File: src/rtl/adc_frame_aligner.sv
// Frame-clock training, lock supervision and sample capture for deserialised LVDS ADC lanes.
// Issues bitslip pulses until the frame word matches, then delivers formatted, valid-qualified samples.
module adc_frame_aligner #(
    parameter int              NCH       = 4,
    parameter int              DW        = 16,
    parameter logic [DW-1:0]   FRAME_PAT = 16'hFF00,
    parameter int              LOCK_CNT  = 16,
    parameter int              SLIP_WAIT = 8,
    parameter int              MAX_SLIPS = DW,
    parameter int              LOSS_CNT  = 4,
    parameter int              PIPE      = 2
) (
    input  logic                             clk_adc,
    input  logic                             rst_n,
    input  logic [NCH*DW-1:0]                din,
    input  logic [DW-1:0]                    frame_in,
    input  logic                             retrain,
    input  logic                             fmt_twos,
    output logic                             bitslip,
    output logic                             locked,
    output logic                             train_fail,
    output logic [$clog2(MAX_SLIPS+1)-1:0]   slip_count,
    output logic [15:0]                      err_cnt,
    output logic [NCH*DW-1:0]                dout,
    output logic                             dout_valid
);

    localparam int SCW = $clog2(MAX_SLIPS + 1);
    localparam int MCW = $clog2(LOCK_CNT + 1);
    localparam int WCW = $clog2(SLIP_WAIT + 1);
    localparam int LCW = $clog2(LOSS_CNT + 1);

    localparam logic [SCW-1:0] SLIP_MAX   = SCW'(MAX_SLIPS);
    localparam logic [MCW-1:0] MATCH_LAST = MCW'(LOCK_CNT - 1);
    localparam logic [WCW-1:0] WAIT_LAST  = WCW'(SLIP_WAIT - 1);
    localparam logic [LCW-1:0] LOSS_LAST  = LCW'(LOSS_CNT - 1);

    typedef enum logic [2:0] {
        S_IDLE,
        S_CHECK,
        S_SLIP,
        S_WAIT,
        S_LOCKED,
        S_FAIL
    } state_t;

    state_t           state;
    logic [MCW-1:0]   match_cnt;
    logic [WCW-1:0]   wait_cnt;
    logic [LCW-1:0]   miss_cnt;
    logic             frame_ok;

    assign frame_ok = (frame_in == FRAME_PAT);

    // NOTE: sequential state uses non-blocking assignments so every register samples pre-edge values.
    always_ff @(posedge clk_adc) begin
        if (!rst_n) begin
            state      <= S_IDLE;
            bitslip    <= 1'b0;
            locked     <= 1'b0;
            train_fail <= 1'b0;
            slip_count <= '0;
            err_cnt    <= '0;
            match_cnt  <= '0;
            wait_cnt   <= '0;
            miss_cnt   <= '0;
        end else if (retrain) begin
            state      <= S_IDLE;
            bitslip    <= 1'b0;
            locked     <= 1'b0;
            train_fail <= 1'b0;
        end else begin
            bitslip <= 1'b0;
            case (state)
                S_IDLE: begin
                    match_cnt  <= '0;
                    slip_count <= '0;
                    err_cnt    <= '0;
                    miss_cnt   <= '0;
                    state      <= S_CHECK;
                end
                S_CHECK: begin
                    if (frame_ok) begin
                        if (match_cnt == MATCH_LAST) begin
                            match_cnt <= '0;
                            miss_cnt  <= '0;
                            locked    <= 1'b1;
                            state     <= S_LOCKED;
                        end else begin
                            match_cnt <= match_cnt + 1'b1;
                        end
                    end else begin
                        match_cnt <= '0;
                        if (slip_count < SLIP_MAX) begin
                            bitslip <= 1'b1;
                            state   <= S_SLIP;
                        end else begin
                            train_fail <= 1'b1;
                            state      <= S_FAIL;
                        end
                    end
                end
                S_SLIP: begin
                    slip_count <= slip_count + 1'b1;
                    wait_cnt   <= '0;
                    state      <= S_WAIT;
                end
                S_WAIT: begin
                    // Frame word is untrustworthy while the ISERDES settles after a slip.
                    if (wait_cnt == WAIT_LAST) begin
                        match_cnt <= '0;
                        state     <= S_CHECK;
                    end else begin
                        wait_cnt <= wait_cnt + 1'b1;
                    end
                end
                S_LOCKED: begin
                    if (frame_ok) begin
                        miss_cnt <= '0;
                    end else begin
                        if (err_cnt != 16'hFFFF) err_cnt <= err_cnt + 1'b1;
                        if (miss_cnt == LOSS_LAST) begin
                            locked <= 1'b0;
                            state  <= S_IDLE;
                        end else begin
                            miss_cnt <= miss_cnt + 1'b1;
                        end
                    end
                end
                S_FAIL: begin
                    state <= S_FAIL;
                end
                default: state <= S_IDLE;
            endcase
        end
    end

    logic [NCH*DW-1:0] msb_mask;
    logic [NCH*DW-1:0] stage_in;

    // NOTE: every always_comb output gets a default first, so no path can infer a latch.
    always_comb begin
        msb_mask = '0;
        for (int k = 0; k < NCH; k++) msb_mask[k*DW + DW - 1] = fmt_twos;
        stage_in = din ^ msb_mask;
    end

    logic [NCH*DW-1:0] pipe [PIPE];
    logic [PIPE-1:0]   vpipe;

    // NOTE: the pipeline registers are reset so dout_valid drops in the first cycle after reset.
    always_ff @(posedge clk_adc) begin
        if (!rst_n) begin
            for (int i = 0; i < PIPE; i++) pipe[i] <= '0;
            vpipe <= '0;
        end else begin
            pipe[0]  <= stage_in;
            vpipe[0] <= locked;
            for (int i = 1; i < PIPE; i++) begin
                pipe[i]  <= pipe[i-1];
                vpipe[i] <= vpipe[i-1];
            end
        end
    end

    assign dout_valid = vpipe[PIPE-1];
    assign dout       = dout_valid ? pipe[PIPE-1] : '0;

endmodule

File: config.mk
export PLATFORM = sky130hd
export DESIGN_NAME = adc_frame_aligner
export DESIGN_NICKNAME = d
export VERILOG_FILES = /design/src/rtl/adc_frame_aligner.sv
export SDC_FILE = /design/constraint.sdc
export NUM_CORES = 1
export LEC_CHECK = 0
export ABC_AREA = 1
export BUFFER_PORTS_ARGS = -buffer_cell sky130_fd_sc_hd__buf_2
export CAP_MARGIN = 20
export CORE_MARGIN = 5
export CORE_UTILIZATION = 51
export CTS_CLUSTER_DIAMETER = 50
export DETAILED_ROUTE_END_ITERATION = 12
export GPL_ROUTABILITY_DRIVEN = 0
export PLACE_DENSITY_LB_ADDON = 0.15
export SLEW_MARGIN = 20
export SYNTH_ARGS = -nofsm -noshare
export SYNTH_HDL_FRONTEND = slang
export SYNTH_SLANG_ARGS = --single-unit
File: constraint.sdc
create_clock -name clk_adc -period 2.55 [get_ports clk_adc]
set_input_delay 0.6375 -clock clk_adc [delete_from_list [all_inputs] [get_ports clk_adc]]
set_output_delay 0.6375 -clock clk_adc [all_outputs]
set_load 0.01 [all_outputs]
# == Word level (Yosys, flattened, before mapping) ==
# Memories as Yosys holds them, arrays and structs flattened.
# Cells that the tools add are included.
# totals
ff_bits,41
ram_bits,128
in_bits,84
output_inout_bits,89
elab_cells,94
mem_count,1
# memory_table
memory,depth,word_bits,rd,rd_ports_with_merged_regs,write_ports,line_no,rtl
pipe,2,64,2,0,2,148,logic [NCH*DW-1:0] pipe [PIPE];
# classes
add_sub_neg,5
order_cmp,1
eq_ne,19
muxes,33
n_bitwise,8
reduce_logical,17
# ops
cell,n
64-bit 2-to-1 mux,3
64-bit XOR,1
16-bit 2-to-1 mux,2
16-bit case mux with 2 select lines,1
3-bit 2-to-1 mux,10
3-bit case mux with 6 select lines,1
16-bit by 1-bit adder with 16-bit output (second input constant),1
16-bit == test (second input constant),1
16-bit != test (second input constant),1
5-bit 2-to-1 mux,3
5-bit case mux with 3 select lines,1
2-bit != test (second input constant),7
5-bit by 1-bit adder with 5-bit output (second input constant),2
5-bit case mux with 2 select lines,1
5-bit AND reduction,2
3-bit by 2-bit == test with 1-bit output (second input constant),3
3-bit case mux with 3 select lines,1
3-bit AND reduction,3
4-bit case mux with 2 select lines,1
4-bit AND reduction,2
2-bit nonzero test,4
1-bit 2-to-1 mux,7
3-bit == test (second input constant),2
3-bit != test (second input constant),2
15 further kinds,21

# == Longest topological paths before layout ==
# logic_depth
depth_word,4
depth_mapped,11
depth_no_buf,11

# == Least setup slack after synthesis ==
# No wires, ideal clock.
# synth_path
kind,register to output
from,register vpipe[1]
to,output port dout[13]
arrival_time_ns,1.073
required_ns,1.913
path_slack_ns,0.840
path_stages_with_launch,5
n_path_buf,2
cell_sequence,dfxtp_1 -> clkbuf_1 -> buf_1 -> nand2_1 -> inv_1
# synth_between
elab_chain_len,1
# synth_lines
item,line_no,rtl
"start, declared",149,logic [PIPE-1:0] vpipe;
"start signal, assigned by index",161,vpipe[i] <= vpipe[i-1];
64-bit 2-to-1 mux,167,assign dout = dout_valid ? pipe[PIPE-1] : '0;
"end, declared",24,"output logic [NCH*DW-1:0] dout,"
# Every way passes these cells.

# == Worst setup path after layout ==
# layout_path
from,register vpipe[1]
to,output port dout[32]
# The elaborated chain is that of the path after synthesis.

==> qor.csv <==
stage,metric,value,unit
status,status,finished clean,
pwr,total power draw,5490,uW
floorplan,row cnt,41,
layout,ANT cells,0,
critical_path,crit path DAT,1.42,ns
critical_path,CP Depth,4,
placed_design,port bufs,172,
detailed_routing,via/cell ratio,4.23,
sta,Slew Limit Fails,0,
detailed_routing,Routed WL per cell,10.3,um
yosys,number of synthesized flops with an enable pin,0,
critical_path,"Max stage delay cell, worst path",buf_4,
critical_path,R2R setup slack,0.76,ns
critical_path,Crit. Startpoint,vpipe[1],
clocking,worst skew pair latency,0.41,ns
layout,# fillers,1167,
sta,fmax,486,MHz
yosys,sequential area share after synthesis,51.3,%
critical_path,Startpoint Class,flop,
clocking,H-Tree Depth,4,
floorplan,Die X,124,um
global_routing,GRT Overall Usage,17.8,%
critical_path,Reg-to-Reg End,err_cnt[15],
yosys,Netlist Area Pre-Place,0.00659,mm^2
clocking,CTS Hold Buffers Added,0,
critical_path,CP max stage delay,0.35,ns
yosys,syn_area_per_cell,7.13,um^2
yosys,most numerous cell in the Yosys netlist,nand2_1,
yosys,synth unique cells,34,
layout,area grow syn2layout,23.6,%
floorplan,die area,0.0153,mm^2
yosys,ys async rst share,0,%
clocking,# clock sinks,169,
critical_path,Critical Path RT,1.91,ns
clocking,CTS Buf Count,17,
yosys,Post-Syn Instances,924,
pwr,Peak supply drop,0.479,mV
sta,Post-Route Skew,0.00752,ns
yosys,commonest cells in the netlist,"297 x nand2_1, 232 x inv_1, 169 x dfxtp_1",
global_routing,initial antenna violation count,0,
sta,RSZ-0062 raised after global routing,false,
floorplan,Chip Height,124,um
clocking,Post-CTS Setup Repair Bufs,0,
yosys,#FFs+latches synth,169,
floorplan,initial cell density of the core,52.2,%
detailed_routing,vias after detailed routing,5409,
detailed_routing,Post-route DRC,0,
floorplan,CORE AREA,0.0126,mm^2
yosys,syn_nets,1014,
critical_path,"Buf+Inv Stages, Crit Path",3,
sta,Fin. Hold Viols,0,
critical_path,crit path capture,dout[32],
critical_path,crit-path cells,buf_4 > nand2_1 > inv_1 > buf_2,
global_routing,first-pass GRT wire length,21600,um
sta,worst slew pin tran,0.810,ns
pwr,power per cell area,674,mW/mm^2
floorplan,io pins,173,
sta,period utilization,80.6,%
global_routing,GRT overflow,0,
hold_path,Hold WC Path Type,in -> reg,
placed_design,dpl hpwl,9310,um
yosys,Synth area leaders,"dfxtp_1 51%, nand2_1 17%, inv_1 13%, nor2_1 4.5%, a21oi_1 2.0%",
pwr,Leak,0.00511,uW
global_routing,largest net degree at the start of global routing,87,
critical_path,Top Family by Delay on Critical Path,buffers and inverters,
hold_path,hold depth,3,
critical_path,R2R Path Start,err_cnt[0],
layout,register area,0.00338,mm^2
layout,post-layout util,64.5,%
clocking,clock slew at reported path FFs,0.06,ns
detailed_routing,drt initial violations,297,
layout,fin cells,1278,
clocking,post_cts resized,0,
sta,Final WS setup,0.494,ns
yosys,ys flop type,dfxtp_1,
clocking,TritonCTS clock tree,built,
sta,Final Critical Period,2.06,ns
global_routing,vias in the first global route,4950,
clocking,Max Buffers Root-to-Sink,2,
flow_run,max-cap viol count,0,
yosys,cell taking the most area after synthesis,dfxtp_1,
layout,share of layout cells above drive strength 1,21.5,%
critical_path,critical path type,reg -> out,
layout,nets,1183,
layout,Multi-input gate area,0.00218,mm^2
sta,Relative slew margins,46.0,%
critical_path,Crit Path Max Fanout,39,
placed_design,# placed instances,1246,
detailed_routing,post-route ant nets,0,
clocking,root buffer cell,clkbuf_16,
sta,Final setup viols,0,
yosys,Syn. warnings,0,
sta,Setup TNS Final,0,ns
yosys,Yosys top cell area share,51.3,%
placed_design,Post-Place Setup Slack,0.576,ns
detailed_routing,drt total wl,13100,um
critical_path,crit path capture type,output port,
detailed_routing,first-pass detailed-route iteration total,4,
critical_path,R2R cell count,10,
metrics by stage:
stage | instance area [um^2] | hold WS [ns]
after floorplan | 6590 | 0.390
after global placement | 7570 | 0.392
after detailed placement | 7570 | 0.395
after CTS | 8140 | 0.374
after global routing | 8140 | 0.380
final | 8140 | 0.398
report_power, final:
group	internal, uW	switching (uW)	total (uW)	leakage, uW
Sequential	2750	34.0	2780	0.00139
Clock	1400	996	2400	0.000289
Combinational	125	181	305	0.00343
cells by family (layout without fill, tap and decap cells):
kind of cell               after synthesis  in the layout  synth area share, %
adders and majority gates                6              6                 1.14
DFF                                    169            169                 51.3
xor gates and xnor gates                 9              9                 1.20
buffers and inverters                  265            447                 15.6
and+or+nand+nor                        429            429                 26.7
AOI/OAI and AO/OA                       46             46                 4.03
area by class of cell:
| cell class | count | area share (%) |
|---|---|---|
| clock buffers | 23 | 6.24 |
| multi-input cells | 490 | 26.7 |
| repair buffers | 177 | 11.1 |
| well taps | 172 | 2.64 |
| inverters | 238 | 11.0 |
| flip-flops and latches | 169 | 41.6 |
| clock inverters | 9 | 0.784 |
how the worst min path moves through the flow:
| stage | slack [ns] | endpoint | from |
|---|---|---|---|
| floorplan | 0.39 | pipe[0][100] | pipe[0][36] |
| global placement | 0.39 | pipe[0][93] | pipe[0][29] |
| detailed placement | 0.40 | pipe[0][90] | pipe[0][26] |
| CTS | 0.37 | pipe[0][11] | din[11] |
| global route | 0.38 | pipe[0][11] | din[11] |
| finish | 0.40 | pipe[0][5] | din[5] |
tightest hold or removal path, cell delays in order:
cell and delay [ns]:
buf_2 0.07, nand2_1 0.04, inv_1 0.04
placed cells by master (no fill, tap or decap), types with 4 or more instances in the layout:
master       n
nand4_1      6
dfxtp_1    168
a21oi_1     26
inv_1      232
xnor2_1      7
buf_4        6
nand2_1    297
inv_2        5
clkbuf_16   17
nor2_4       4
clkinv_2     4
nor3_1       8
o21ai_0      8
buf_2      171
ha_1         6
nor2_1      79
clkinv_4     4
clkbuf_8     6
nand3_1     18
nand2_2      6
registers in the layout, indices dropped and copies added, names as in the netlist:
signal / count
locked: 1
err_cnt: 16
bitslip: 1
wait_cnt: 4
miss_cnt: 3
slip_count: 5
match_cnt: 5
pipe: 128
vpipe: 2
train_fail: 1
state: 3
per-layer routing:
| metal | track usage [%] | up-vias | part of all wire [%] |
|---|---|---|---|
| met5 | 0 | - | 0 |
| met3 | 6.36 | 14 | 7.2 |
| met1 | 21.8 | 2286 | 46 |
| li1 | - | 2982 | - |
| met2 | 29.2 | 127 | 46 |
| met4 | 5.88 | 0 | 1.3 |
(Power assumes the default switching activity.)
